$ cat config.mk
export PLATFORM = sky130hd
export DESIGN_NAME = artec_dma_burst_sched_flat
export DESIGN_NICKNAME = d
export VERILOG_FILES = /design/src/rtl/artec_dma_burst_sched_if.sv /design/src/rtl/artec_dma_burst_sched.sv /design/src/flat_wrapper.sv
export SDC_FILE = /design/constraint.sdc
export NUM_CORES = 1
export LEC_CHECK = 0
export BUFFER_PORTS_ARGS = -buffer_cell sky130_fd_sc_hd__buf_4
export CORE_ASPECT_RATIO = 1.4
export CORE_MARGIN = 2
export CORE_UTILIZATION = 60
export CTS_CLUSTER_SIZE = 12
export DETAILED_ROUTE_END_ITERATION = 10
export PLACE_DENSITY = 0.95
export SLEW_MARGIN = 20
export SYNTH_ARGS = -nofsm -noshare
export SYNTH_HDL_FRONTEND = slang
export SYNTH_SLANG_ARGS = --single-unit
$ cat constraint.sdc
create_clock -name clk -period 15.41 [get_ports clk]
set_input_delay 3.082 -clock clk [delete_from_list [all_inputs] [get_ports clk]]
set_output_delay 3.082 -clock clk [all_outputs]
set_load 0.005 [all_outputs]
$ cat src/rtl/artec_dma_burst_sched_if.sv
// Handshake and bus bundle of the DMA burst scheduler.
// master = scheduler side, slave = FIFOs / arbiter / AXI AW side.
interface artec_dma_burst_sched_if #(
    parameter int NUM_CH     = 4,
    parameter int REQ_WIDTH  = 9,
    parameter int ADDR_WIDTH = 32
);
    localparam int CHW = $clog2(NUM_CH);

    logic [NUM_CH-1:0]                 ch_en_i;
    logic [NUM_CH-1:0][ADDR_WIDTH-1:0] ch_base_i;
    logic [NUM_CH-1:0][REQ_WIDTH-1:0]  ch_level_i;
    logic                              drain_valid_i;
    logic [CHW-1:0]                    drain_ch_i;
    logic [NUM_CH-1:0][REQ_WIDTH-1:0]  arb_req_o;
    logic [CHW-1:0]                    grant_i;
    logic                              grant_valid_i;
    logic                              cmd_valid_o;
    logic                              cmd_ready_i;
    logic [CHW-1:0]                    cmd_ch_o;
    logic [ADDR_WIDTH-1:0]             cmd_addr_o;
    logic [7:0]                        cmd_len_o;
    logic                              bdone_valid_i;
    logic [CHW-1:0]                    bdone_ch_i;

    modport master (
        input  ch_en_i, ch_base_i, ch_level_i,
        input  drain_valid_i, drain_ch_i,
        input  grant_i, grant_valid_i,
        input  cmd_ready_i,
        input  bdone_valid_i, bdone_ch_i,
        output arb_req_o,
        output cmd_valid_o, cmd_ch_o, cmd_addr_o, cmd_len_o
    );

    modport slave (
        output ch_en_i, ch_base_i, ch_level_i,
        output drain_valid_i, drain_ch_i,
        output grant_i, grant_valid_i,
        output cmd_ready_i,
        output bdone_valid_i, bdone_ch_i,
        input  arb_req_o,
        input  cmd_valid_o, cmd_ch_o, cmd_addr_o, cmd_len_o
    );
endinterface

$ cat src/rtl/artec_dma_burst_sched.sv
// DMA burst scheduler: turns arbiter grants into AXI AW burst commands
// bounded by data, max burst length and 4 KB pages of a per-channel ring.
module artec_dma_burst_sched #(
    parameter int NUM_CH     = 4,
    parameter int REQ_WIDTH  = 9,
    parameter int ADDR_WIDTH = 32,
    parameter int DATA_BYTES = 8,
    parameter int MAX_BURST  = 16,
    parameter int MAX_OUTST  = 4,
    parameter int BUF_BYTES  = 16384
) (
    input logic clk,
    input logic rstn,
    input logic clear,
    artec_dma_burst_sched_if.master bus
);
    localparam int CHW  = $clog2(NUM_CH);
    localparam int OFFW = $clog2(BUF_BYTES);
    localparam int OSW  = $clog2(MAX_OUTST + 1);
    localparam int DSH  = $clog2(DATA_BYTES);
    localparam int BTW  = $clog2(MAX_BURST + 1);

    typedef enum logic [1:0] {
        IDLE     = 2'd0,
        WAIT_GNT = 2'd1,
        CMD      = 2'd2
    } state_t;

    state_t state_q, state_d;

    logic [OFFW-1:0]       off_q   [NUM_CH];
    logic [OFFW-1:0]       off_d   [NUM_CH];
    logic [REQ_WIDTH-1:0]  resv_q  [NUM_CH];
    logic [REQ_WIDTH-1:0]  resv_d  [NUM_CH];
    logic [OSW-1:0]        outst_q [NUM_CH];
    logic [OSW-1:0]        outst_d [NUM_CH];
    logic [REQ_WIDTH-1:0]  avail   [NUM_CH];
    logic [NUM_CH-1:0]     elig;

    logic [CHW-1:0]        g;
    logic                  grant_ok;
    logic                  hs;
    logic [12:0]           rem_bytes;
    logic [12:0]           bnd_beats;
    logic [BTW-1:0]        beats_d;

    logic [CHW-1:0]        ch_q;
    logic [BTW-1:0]        beats_q;
    logic [ADDR_WIDTH-1:0] addr_q;
    logic [7:0]            len_q;

    logic                  inc;
    logic                  dr;
    logic                  bd;

    // Unreserved data per channel; level may lag a drain, so saturate.
    always_comb begin
        for (int i = 0; i < NUM_CH; i++) begin
            avail[i] = (bus.ch_level_i[i] > resv_q[i])
                     ? bus.ch_level_i[i] - resv_q[i]
                     : '0;
            elig[i]  = bus.ch_en_i[i]
                     && (avail[i] != '0)
                     && (outst_q[i] < OSW'(MAX_OUTST));
            bus.arb_req_o[i] = (state_q == IDLE && elig[i])
                             ? avail[i]
                             : '0;
        end
    end

    assign g        = bus.grant_i;
    assign grant_ok = bus.grant_valid_i && elig[g];
    assign hs       = (state_q == CMD) && bus.cmd_ready_i;

    // Burst size: min of available words, MAX_BURST and words left in the page.
    always_comb begin
        rem_bytes = 13'd4096 - {1'b0, off_q[g][11:0]};
        bnd_beats = rem_bytes >> DSH;
        beats_d   = BTW'(MAX_BURST);
        if (int'(avail[g]) < MAX_BURST)
            beats_d = BTW'(avail[g]);
        if (int'(bnd_beats) < int'(beats_d))
            beats_d = BTW'(bnd_beats);
    end

    always_ff @(posedge clk or negedge rstn) begin
        if (!rstn)
            state_q <= IDLE;
        else if (clear)
            state_q <= IDLE;
        else
            state_q <= state_d;
    end

    always_comb begin
        state_d = state_q;
        unique case (state_q)
            IDLE: begin
                if (|elig)
                    state_d = WAIT_GNT;
            end
            WAIT_GNT: begin
                if (bus.grant_valid_i)
                    state_d = grant_ok ? CMD : IDLE;
            end
            CMD: begin
                if (bus.cmd_ready_i)
                    state_d = IDLE;
            end
            default: state_d = IDLE;
        endcase
    end

    always_comb begin
        bus.cmd_valid_o = (state_q == CMD);
        bus.cmd_ch_o    = ch_q;
        bus.cmd_addr_o  = addr_q;
        bus.cmd_len_o   = len_q;
    end

    // Command fields are captured at grant so they hold through CMD.
    always_ff @(posedge clk or negedge rstn) begin
        if (!rstn) begin
            ch_q    <= '0;
            beats_q <= '0;
            addr_q  <= '0;
            len_q   <= '0;
        end else if (clear) begin
            ch_q    <= '0;
            beats_q <= '0;
            addr_q  <= '0;
            len_q   <= '0;
        end else if (state_q == WAIT_GNT && grant_ok) begin
            ch_q    <= g;
            beats_q <= beats_d;
            addr_q  <= bus.ch_base_i[g] | ADDR_WIDTH'(off_q[g]);
            len_q   <= 8'(beats_d - BTW'(1));
        end
    end

    // A decrement on a zero counter is a protocol error and is ignored;
    // an increment in the same cycle keeps the sum nonzero.
    always_comb begin
        inc = 1'b0;
        dr  = 1'b0;
        bd  = 1'b0;
        for (int i = 0; i < NUM_CH; i++) begin
            inc = hs && (ch_q == CHW'(i));
            dr  = bus.drain_valid_i && (bus.drain_ch_i == CHW'(i));
            bd  = bus.bdone_valid_i && (bus.bdone_ch_i == CHW'(i));

            resv_d[i] = resv_q[i]
                      + (inc ? REQ_WIDTH'(beats_q) : '0)
                      - ((dr && (inc || resv_q[i] != '0))
                         ? REQ_WIDTH'(1) : '0);

            outst_d[i] = outst_q[i]
                       + (inc ? OSW'(1) : '0)
                       - ((bd && (inc || outst_q[i] != '0))
                          ? OSW'(1) : '0);

            if (!bus.ch_en_i[i])
                off_d[i] = '0;
            else if (inc)
                off_d[i] = off_q[i] + OFFW'(32'(beats_q) << DSH);
            else
                off_d[i] = off_q[i];
        end
    end

    always_ff @(posedge clk or negedge rstn) begin
        if (!rstn) begin
            for (int i = 0; i < NUM_CH; i++) begin
                off_q[i]   <= '0;
                resv_q[i]  <= '0;
                outst_q[i] <= '0;
            end
        end else if (clear) begin
            for (int i = 0; i < NUM_CH; i++) begin
                off_q[i]   <= '0;
                resv_q[i]  <= '0;
                outst_q[i] <= '0;
            end
        end else begin
            for (int i = 0; i < NUM_CH; i++) begin
                off_q[i]   <= off_d[i];
                resv_q[i]  <= resv_d[i];
                outst_q[i] <= outst_d[i];
            end
        end
    end
endmodule

$ cat src/flat_wrapper.sv
// flat-port wrapper written by rule: the top's interface ports become plain ports
module artec_dma_burst_sched_flat 
#(
    parameter int NUM_CH     = 4,
    parameter int REQ_WIDTH  = 9,
    parameter int ADDR_WIDTH = 32,
    parameter int DATA_BYTES = 8,
    parameter int MAX_BURST  = 16,
    parameter int MAX_OUTST  = 4,
    parameter int BUF_BYTES  = 16384
)
  (clk, rstn, clear, bus_ch_en_i, bus_ch_base_i, bus_ch_level_i, bus_drain_valid_i, bus_drain_ch_i, bus_grant_i, bus_grant_valid_i, bus_cmd_ready_i, bus_bdone_valid_i, bus_bdone_ch_i, bus_arb_req_o, bus_cmd_valid_o, bus_cmd_ch_o, bus_cmd_addr_o, bus_cmd_len_o);
  artec_dma_burst_sched_if #(.NUM_CH(NUM_CH), .REQ_WIDTH(REQ_WIDTH), .ADDR_WIDTH(ADDR_WIDTH)) bus_i ();
  input logic clk;
  input logic rstn;
  input logic clear;
  input wire logic [$bits(bus_i.ch_en_i)-1:0] bus_ch_en_i;
  input wire logic [$bits(bus_i.ch_base_i)-1:0] bus_ch_base_i;
  input wire logic [$bits(bus_i.ch_level_i)-1:0] bus_ch_level_i;
  input wire logic [$bits(bus_i.drain_valid_i)-1:0] bus_drain_valid_i;
  input wire logic [$bits(bus_i.drain_ch_i)-1:0] bus_drain_ch_i;
  input wire logic [$bits(bus_i.grant_i)-1:0] bus_grant_i;
  input wire logic [$bits(bus_i.grant_valid_i)-1:0] bus_grant_valid_i;
  input wire logic [$bits(bus_i.cmd_ready_i)-1:0] bus_cmd_ready_i;
  input wire logic [$bits(bus_i.bdone_valid_i)-1:0] bus_bdone_valid_i;
  input wire logic [$bits(bus_i.bdone_ch_i)-1:0] bus_bdone_ch_i;
  output wire logic [$bits(bus_i.arb_req_o)-1:0] bus_arb_req_o;
  output wire logic [$bits(bus_i.cmd_valid_o)-1:0] bus_cmd_valid_o;
  output wire logic [$bits(bus_i.cmd_ch_o)-1:0] bus_cmd_ch_o;
  output wire logic [$bits(bus_i.cmd_addr_o)-1:0] bus_cmd_addr_o;
  output wire logic [$bits(bus_i.cmd_len_o)-1:0] bus_cmd_len_o;
  assign bus_i.ch_en_i = bus_ch_en_i;
  assign bus_i.ch_base_i = bus_ch_base_i;
  assign bus_i.ch_level_i = bus_ch_level_i;
  assign bus_i.drain_valid_i = bus_drain_valid_i;
  assign bus_i.drain_ch_i = bus_drain_ch_i;
  assign bus_i.grant_i = bus_grant_i;
  assign bus_i.grant_valid_i = bus_grant_valid_i;
  assign bus_i.cmd_ready_i = bus_cmd_ready_i;
  assign bus_i.bdone_valid_i = bus_bdone_valid_i;
  assign bus_i.bdone_ch_i = bus_bdone_ch_i;
  assign bus_arb_req_o = bus_i.arb_req_o;
  assign bus_cmd_valid_o = bus_i.cmd_valid_o;
  assign bus_cmd_ch_o = bus_i.cmd_ch_o;
  assign bus_cmd_addr_o = bus_i.cmd_addr_o;
  assign bus_cmd_len_o = bus_i.cmd_len_o;
  artec_dma_burst_sched #(.NUM_CH(NUM_CH), .REQ_WIDTH(REQ_WIDTH), .ADDR_WIDTH(ADDR_WIDTH), .DATA_BYTES(DATA_BYTES), .MAX_BURST(MAX_BURST), .MAX_OUTST(MAX_OUTST), .BUF_BYTES(BUF_BYTES)) u_core (.clk(clk), .rstn(rstn), .clear(clear), .bus(bus_i));
endmodule
**After elaboration in Yosys (flattened, before gate mapping)**

Index checks and enable logic that the tools add are counted.

- Add/sub/neg operators: 26
- Order comparisons: 12
- Equality and inequality tests: 18
- Multiplexer cells: 61
- Bitwise logic cells: 2
- Reduce and logical (&&, ||, !) cells: 62

Operators with widths:

| kind | number |
|---|---|
| 14-bit two-way mux | 10 |
| 32-bit two-way mux | 3 |
| 9-bit two-way mux | 10 |
| 9-bit nonzero test | 8 |
| 9-bit subtractor | 8 |
| 32-bit binary-select mux with 2-bit select | 1 |
| 14-bit by 8-bit adder with 14-bit output | 4 |
| 56-bit two-way mux | 1 |
| 5-bit two-way mux | 8 |
| 9-bit adder | 4 |
| 9-bit > comparator | 4 |
| 36-bit two-way mux | 1 |
| 1-bit logical AND | 35 |
| 32-bit by 14-bit bitwise OR with 32-bit output | 1 |
| 14-bit binary-select mux with 2-bit select | 1 |
| 9-bit binary-select mux with 2-bit select | 1 |
| 8-bit two-way mux | 2 |
| 2-bit == test (second input constant) | 7 |
| 2-bit two-way mux | 7 |
| 1-bit two-way mux | 13 |
| 13-bit by 12-bit subtractor with 13-bit output (first input constant) | 1 |
| 3-bit adder | 4 |
| 3-bit < comparator (second input constant) | 4 |
| 12-bit two-way mux | 1 |
| 18 further kinds | 42 |

- Register bits after elaboration: 153
- Input bits: 181
- Output and inout bits: 79
- Word-level logic and storage cells: 198

**Depth between registers and ports, before layout**

Gate-level depths: netlist (run 1).

- Depth in word-level cells: 12
- Gate-level depth with buffers: 28
- Mapped depth without buffers: 27

**Worst setup path after synthesis (run 1)**

OpenSTA, ideal clock, no wires.

- Path kind: input to output
- Start point: input port bus_ch_level_i[27]
- End point: output port bus_arb_req_o[31]
- Data arrival time: 5695 ps
- Data required time: 12328 ps
- Setup slack: 6633 ps
- Stages: 14
- Path buffers: 1
- Path through: inv_1 ha_1 inv_1 fa_1 a211oi_2 nor3b_2 a2111oi_4 a311oi_1 and4_4 a21oi_1 o21ai_1 or4_1 clkbuf_1 nor3_1

- Longest elaborated chain between the ends: 7
- Elaborated cells on any way between the ends: 8
- Those cells by class: 1 x add/sub; 1 x order compare; 2 x mux; 4 x reduce/logical

Ends and longest elaborated chain:

| what | line | RTL |
|---|---|---|
| from (decl) | flat_wrapper.sv:19 | `input wire logic [$bits(bus_i.ch_level_i)-1:0] bus_ch_level_i;` |
| 9-bit subtractor / 9-bit > comparator (equally long branches) | artec_dma_burst_sched.sv:60, artec_dma_burst_sched.sv:59 |  |
| 9-bit two-way mux * | artec_dma_burst_sched.sv:60 | `? bus.ch_level_i[i] - resv_q[i]` |
| 9-bit nonzero test | artec_dma_burst_sched.sv:63 | `&& (avail[i] != '0)` |
| 1-bit logical AND | artec_dma_burst_sched.sv:63 |  |
| 1-bit logical AND | artec_dma_burst_sched.sv:64 | `&& (outst_q[i] < OSW'(MAX_OUTST));` |
| 1-bit logical AND | artec_dma_burst_sched.sv:65 | `bus.arb_req_o[i] = (state_q == IDLE && elig[i])` |
| 9-bit two-way mux * | artec_dma_burst_sched.sv:66 | `? avail[i]` |
| to (decl) | flat_wrapper.sv:27 | `output wire logic [$bits(bus_i.arb_req_o)-1:0] bus_arb_req_o;` |

Mark *: on every way between the ends. The rest lies on a longest branch, timed or not.

**Worst setup path after layout (run 1)**

Ends and elaborated chain as after synthesis.

==> flow_metrics.env, run 1 <==
export IMPL_max_freq_mhz=107
export IMPL_worst_setup_path_start_kind="input pin"
export IMPL_syn_nets=1717
export IMPL_leakage_nw=7.22
export IMPL_wirelength_um=39300
export IMPL_synth_most_common_cell="nor2_1"
export IMPL_insertion_delay_ns=0.44
export IMPL_initial_core_util_pct=60.6
export IMPL_finalSetupViolCount=0
export IMPL_peakVddDrop_mv=0.0789
export IMPL_relSlewSlack_pct=26.2
export IMPL_ys_top_cells_by_count="nor2_1 (147), inv_1 (141), dfrtp_1 (139), ha_1 (127), nand2_1 (125)"
export IMPL_netlist_area_um2=12300
export IMPL_clkSinkCount=139
export IMPL_hold_viol_final=0
export IMPL_cts_buffers=17
export IMPL_cts_resized=0
export IMPL_die_area_um2=21700
export IMPL_yosysWarnings=0
export IMPL_globalRouteMet1Util_pct=40.9
export IMPL_antenna_found_initial=0
export IMPL_clk_pin_slew_ns=0.06
export IMPL_ys_seq_area_share_pct=28.2
export IMPL_drt_iter0_markers=1028
export IMPL_gp_congestion=0.952
export IMPL_clockRootBuffer="clkbuf_16"
export IMPL_area_delta_synth_final_pct=21.6
export IMPL_cts_htree_levels=4
export IMPL_cp_data_arrival_time_ns=6.25
export IMPL_clockBufferDepth=2
export IMPL_routed_via_density=6.37
export IMPL_tightest_slew_ns=1.10
export IMPL_core_area_um2=20300
export IMPL_synth_edf_count=0
export IMPL_die_y_um=174
export IMPL_period_share_pct=60.6
export IMPL_worst_slack_ns=6.08
export IMPL_grt_use_met2_pct=61.9
export IMPL_status="finished clean"
export IMPL_hold_slack_ns=0.528
export IMPL_nFillCells=1415
export IMPL_synth_area_leader_cell="dfrtp_1"
export IMPL_maxSlewViolCount=0
export IMPL_grt_max_degree=93
export IMPL_place_hpwl_um=28300
export IMPL_num_rows=62
export IMPL_drc=0
export IMPL_p_per_area_nw_per_um2=127
export IMPL_cts_tree="yes"
export IMPL_final_layout_size_suffix_gt1_share_pct=21.9
export IMPL_power_mw=1.91
export IMPL_num_antenna_cells=0
export IMPL_overflow=0
export IMPL_finalCriticalPeriod_ns=9.33
export IMPL_critical_path_class="input pin to output port"
export IMPL_grtUsageTotal_pct=36.3
export IMPL_synthCells=1393
export IMPL_io_pins=260
export IMPL_cts_hold_buf=0
export IMPL_first_global_vias=12700
export IMPL_post_cts_buffers=0
export IMPL_syn_area_per_cell_um2=8.85
export IMPL_synth_seq_cells=139
export IMPL_yosys_most_used_dff="dfrtp_1"
export IMPL_crit_fanout=8
export IMPL_grtUsageMet3_pct=6.51
export IMPL_post_place_ws_ns=6.14
export IMPL_fin_setup_tns_ns=0
export IMPL_synthArstFlopShare_pct=100
export IMPL_grt_setup_unrepaired="no"
export IMPL_yosysUniqueCellTypes=85
export IMPL_vias=12000
export IMPL_netlist_area_leader_share_pct=28.2
export IMPL_cp_data_required_time_ns=12.33
export IMPL_hold_path_class="flop to flop"
export IMPL_nets=1946
export IMPL_drt_first_pass_iters=6
export IMPL_die_w_um=125
export IMPL_critPathCaptureType="output port"
export IMPL_port_buffers=259
export IMPL_skew_ns=0.00841
export IMPL_gr_max_usage_layer="met2"
export IMPL_grt_pass1_wl_um=63100
export IMPL_synth_area_leaders="dfrtp_1 (28%), ha_1 (13%), mux4_2 (7.1%)"
export IMPL_max_cap_violations=0
export IMPL_detail_route_wl_per_cell_um=20.8
export IMPL_ant_nets=0
[layout make-up]
class	count	area, um2	area share, %
multi-input combinational	1060	8100	54.0
sequential	139	3480	23.2
timing repair buffer	263	1980	13.2
inverter	141	529	3.53
clock buffer	17	425	2.84
tap	256	320	2.14
clock inverter	15	154	1.03
[cell usage in the layout (no fill, tap or decap), drive strengths merged, types with 5 or more instances in the layout]
cell type  instances
nand2            126
nor4b              6
a2111oi            6
and3               9
o31ai              7
mux2i              9
ha               127
a211oi            18
buf              263
nor3b              7
o211ai             6
nor2             147
o21bai             9
and2              12
nor4              12
o21ai             23
a21o              48
dfrtp            139
nand2b             9
nor2b             39
nor3              48
a311oi             9
xor2              26
nand3             26
o21a               5
inv              149
xnor2             59
clkbuf            17
mux4              39
fa                16
a21oi            120
or2                5
nand4              8
or3                9
[routing by layer]
metal	part of all wire, %	up-vias
met2	50	732
met1	35	5700
met5	0	-
met4	7.9	0
li1	-	5363
met3	7.7	254
[final timing paths]
kind                            slack [ns]               startpoint  cells after the start                      end
worst max-delay path                  6.08       bus_ch_level_i[27]                     15        bus_arb_req_o[31]
worst min-delay path                  0.53  u_core.bus.cmd_len_o[0]                      2  u_core.bus.cmd_len_o[0]
worst max register to register        8.84         u_core.resv_q[0]                     23  u_core.bus.cmd_len_o[4]
worst min register to register        0.53  u_core.bus.cmd_len_o[0]                      2  u_core.bus.cmd_len_o[0]
max in group asynchronous            11.34                     rstn                      2        u_core.outst_q[8]
min in group asynchronous             2.62                     rstn                      1        u_core.resv_q[16]
[metrics by stage]
| stage | area [um2] | instances | util (%) |
|---|---|---|---|
| 6_report | 15000 | 1891 | 73.7 |
| 5_1_grt | 15000 | 1891 | 73.7 |
| 4_1_cts | 15000 | 1891 | 73.7 |
| 3_5_place_dp | 14400 | 1859 | 70.9 |
| 3_3_place_gp | 14400 | 1859 | 70.9 |
| 2_1_floorplan | 12300 | 1393 | - |
[logic make-up (layout without fill, tap and decap cells)]
family          Yosys count  after routing  synth area share, %
xor+xnor                 85             85                 6.04
fa+ha+maj               143            143                 15.5
mux                      50             50                 8.04
simple gates            484            484                 19.1
flops                   139            139                 28.2
compound gates          298            298                 17.0
buf+inv                 194            436                 6.15
[worst max-delay path, stage by stage]
cell       delay, ns
buf_4           0.11
inv_1           0.04
ha_1            0.15
inv_1           0.05
fa_1            0.41
a211oi_2        0.31
nor3b_2         0.16
a2111oi_4       0.36
a311oi_1        0.11
and4_4          0.25
a21oi_1         0.14
o21ai_1         0.08
or4_1           0.62
nor3_1          0.23
buf_4           0.15
[report_power, final]
part / switching [mW] / total, mW / internal, mW
registers: 0.0343 / 0.442 / 0.408
clock network: 0.184 / 0.411 / 0.228
logic: 0.592 / 1.05 / 0.461
total: 0.810 / 1.91 / 1.10
[registers in the layout, indices dropped and copies added (netlist names)]
signal and cells:
u_core.state_q 2, u_core.bus.cmd_ch_o 2, u_core.off_q 44, u_core.bus.cmd_addr_o 32, u_core.bus.cmd_len_o 6, u_core.beats_q 5
u_core.resv_q 36, u_core.outst_q 12
(Power assumes the default switching activity.)
==> run 2: changes to the inputs <==
CORE_UTILIZATION = 57   (was 60)
PLACE_DENSITY = 0.92   (was 0.95)
clock period = 9.65 ns   (was 15.41 ns; I/O delays follow)
==> flow_metrics.env, run 2 (same netlist as run 1, synthesis figures left out) <==
export IMPL_status="finished clean"
export IMPL_wirelength_um=37300
export IMPL_initial_core_util_pct=58.1
export IMPL_leakage_nw=7.21
export IMPL_grt_max_degree=78
export IMPL_p_clk_share_pct=21.7
export IMPL_die_area_um2=22800
export IMPL_drt_first_pass_iters=6
export IMPL_cp_data_required_time_ns=9.98
export IMPL_place_hpwl_um=28400
export IMPL_sw_frac_of_total_pct=41.8
export IMPL_cp_data_arrival_time_ns=7.66
export IMPL_area_delta_synth_final_pct=21.6
export IMPL_crit_fanout=7
export IMPL_maxSlewViolCount=0
export IMPL_p_int_mw=1.74
export IMPL_routed_wl_met2_um=18800
export IMPL_num_rows=63
export IMPL_top_layer_used="met4"
export IMPL_routed_via_density=6.15
export IMPL_seqCellArea_um2=3480
export IMPL_final_common_cell="buf_4"
export IMPL_gp_congestion=0.974
export IMPL_hold_viol_final=0
export IMPL_cts_tree="yes"
export IMPL_most_common_layout_cells="buf_4 (263), nor2_1 (146), inv_1 (141), dfrtp_1 (139), ha_1 (127)"
export IMPL_ant_nets=0
export IMPL_relSlewSlack_pct=34.4
export IMPL_cts_resized=0
export IMPL_tightest_slew_ns=0.982
export IMPL_r2r_end="u_core.bus.cmd_len_o[4]"
export IMPL_cts_hold_buf=0
export IMPL_io_pins=260
export IMPL_wl_met1_um=13800
export IMPL_finalSetupViolCount=0
export IMPL_cpPeakStageDelay_ns=0.53
export IMPL_worst_setup_path_start_kind="input pin"
export IMPL_max_cap_violations=0
export IMPL_cp_top_family="compound AO/OA/AOI/OAI gates"
export IMPL_final_layout_size_suffix_gt1_share_pct=21.8
export IMPL_core_area_um2=21200
export IMPL_drt_iter0_markers=895
export IMPL_largest_register_ffs=44
export IMPL_r2r_start="u_core.resv_q[27]"
export IMPL_p_per_area_nw_per_um2=200
export IMPL_cts_buffers=17
export IMPL_die_y_um=178
export IMPL_hold_path_end="u_core.bus.cmd_addr_o[28]"
export IMPL_regMostFlops="u_core.off_q"
export IMPL_period_share_pct=76.0
export IMPL_cp_slowest_cell="or4b_4"
export IMPL_peakVddDrop_mv=0.121
export IMPL_overflow=0
export IMPL_hold_path_class="flop to flop"
export IMPL_p_seq_share_pct=23.5
export IMPL_antenna_found_initial=1
export IMPL_nFillCells=1517
export IMPL_post_place_ws_ns=1.94
export IMPL_whs_path_depth=2
export IMPL_clockBufferDepth=2
export IMPL_clkSinkCount=139
export IMPL_multi_input_area_um2=8100
export IMPL_cts_htree_levels=4
export IMPL_finalCriticalPeriod_ns=7.33
export IMPL_cp_depth=28
export IMPL_grtUsageTotal_pct=32.3
export IMPL_drc=0
export IMPL_skew_ns=0.0138
export IMPL_post_cts_buffers=0
export IMPL_power_switching_mw=1.25
export IMPL_hp_start="u_core.bus.cmd_addr_o[28]"
export IMPL_post_route_util_pct=70.7
export IMPL_p_comb_share_pct=54.9
export IMPL_grt_setup_unrepaired="no"
export IMPL_first_global_vias=11700
export IMPL_insertion_delay_ns=0.44
export IMPL_clk_pin_slew_ns=0.07
export IMPL_path_buf_inv=4
export IMPL_port_buffers=259
export IMPL_die_w_um=128
export IMPL_ff2ff_setup_slack_ns=3.55
export IMPL_nets=1947
export IMPL_critical_path_class="input pin to flop"
export IMPL_routed_wl_met3_um=2660
export IMPL_grt_pass1_wl_um=58300
export IMPL_fin_setup_tns_ns=0
export IMPL_r2r_cells=26
export IMPL_critPathCaptureType="flop"
export IMPL_detail_route_wl_per_cell_um=19.6
export IMPL_max_freq_mhz=136
export IMPL_worst_slack_ns=2.32
export IMPL_clockRootBuffer="clkbuf_16"
export IMPL_vias=11700
[run 2: cell types whose count changed in the layout (fill, tap and decap cells not counted), sizes merged]
cell / delta
diode: +1
inv: -1
buf: +1
clkinvlp: +1
clkbuf: +2
clkinv: -2
[run 2: layout make-up]
type	instances	share of cell area, %
multi-input combinational	1060	54.1
sequential	139	23.2
timing repair buffer	264	13.3
inverter	141	3.53
clock buffer	19	2.89
tap	260	2.17
clock inverter	13	0.868
antenna	1	0.0167
[run 2: power groups by stage]
| stage | clock [mW] | sequential (mW) | combinational, mW |
|---|---|---|---|
| 2_1_floorplan | 0 | 0.697 | 1.20 |
| 3_3_place_gp | 0 | 0.709 | 1.56 |
| 3_5_place_dp | 0 | 0.713 | 1.61 |
| 4_1_cts | 0.649 | 0.702 | 1.62 |
| 5_1_grt | 0.674 | 0.710 | 1.82 |
| 6_report | 0.650 | 0.704 | 1.65 |
[run 2: worst reg2reg max path: stages, from the launching register on]
cell       delay (ns)
dfrtp_1          0.41
ha_1             0.20
inv_1            0.06
fa_1             0.43
a21o_1           0.18
a21oi_1          0.18
xnor2_1          0.14
a221o_1          0.30
o31ai_1          0.29
nand3_1          0.34
and2_1           0.32
nor2_1           0.20
inv_1            0.07
ha_1             0.18
a21oi_1          0.14
nor2b_1          0.05
o21ai_0          0.15
nand3_1          0.09
or4b_4           0.53
a2111oi_4        0.45
nor2_1           0.14
mux2i_1          0.16
ha_1             0.27
nand2_1          0.08
a211oi_1         0.05
a311o_1          0.34
a311oi_1         0.27
[run 2: worst max-delay path by stage]
stage / start / to
after global routing: bus_ch_level_i[27] / u_core.bus.cmd_len_o[4]
after detailed placement: bus_ch_level_i[27] / u_core.bus.cmd_len_o[4]
after global placement: bus_ch_level_i[27] / u_core.bus.cmd_len_o[4]
after floorplan: bus_ch_level_i[27] / u_core.bus.cmd_len_o[4]
after CTS: bus_ch_level_i[27] / u_core.bus.cmd_len_o[4]
final: bus_ch_level_i[27] / u_core.bus.cmd_len_o[4]
[run 2: metal layers]
metal  GRT usage (%)  up-vias
li1                -     5376
met1            37.6     5606
met2            56.2      552
met3            6.45      141
met4            16.7        0
met5               0        -
[run 2: stage by stage]
stage	instance area, um2	total power, mW	instances	hold WS (ns)
after floorplan	12300	1.90	1393	0.506
after global placement	14400	2.27	1864	0.508
after detailed placement	14400	2.32	1864	0.516
after CTS	15000	2.97	1896	0.525
after global routing	15000	3.20	1897	0.538
final	15000	3.00	1897	0.525
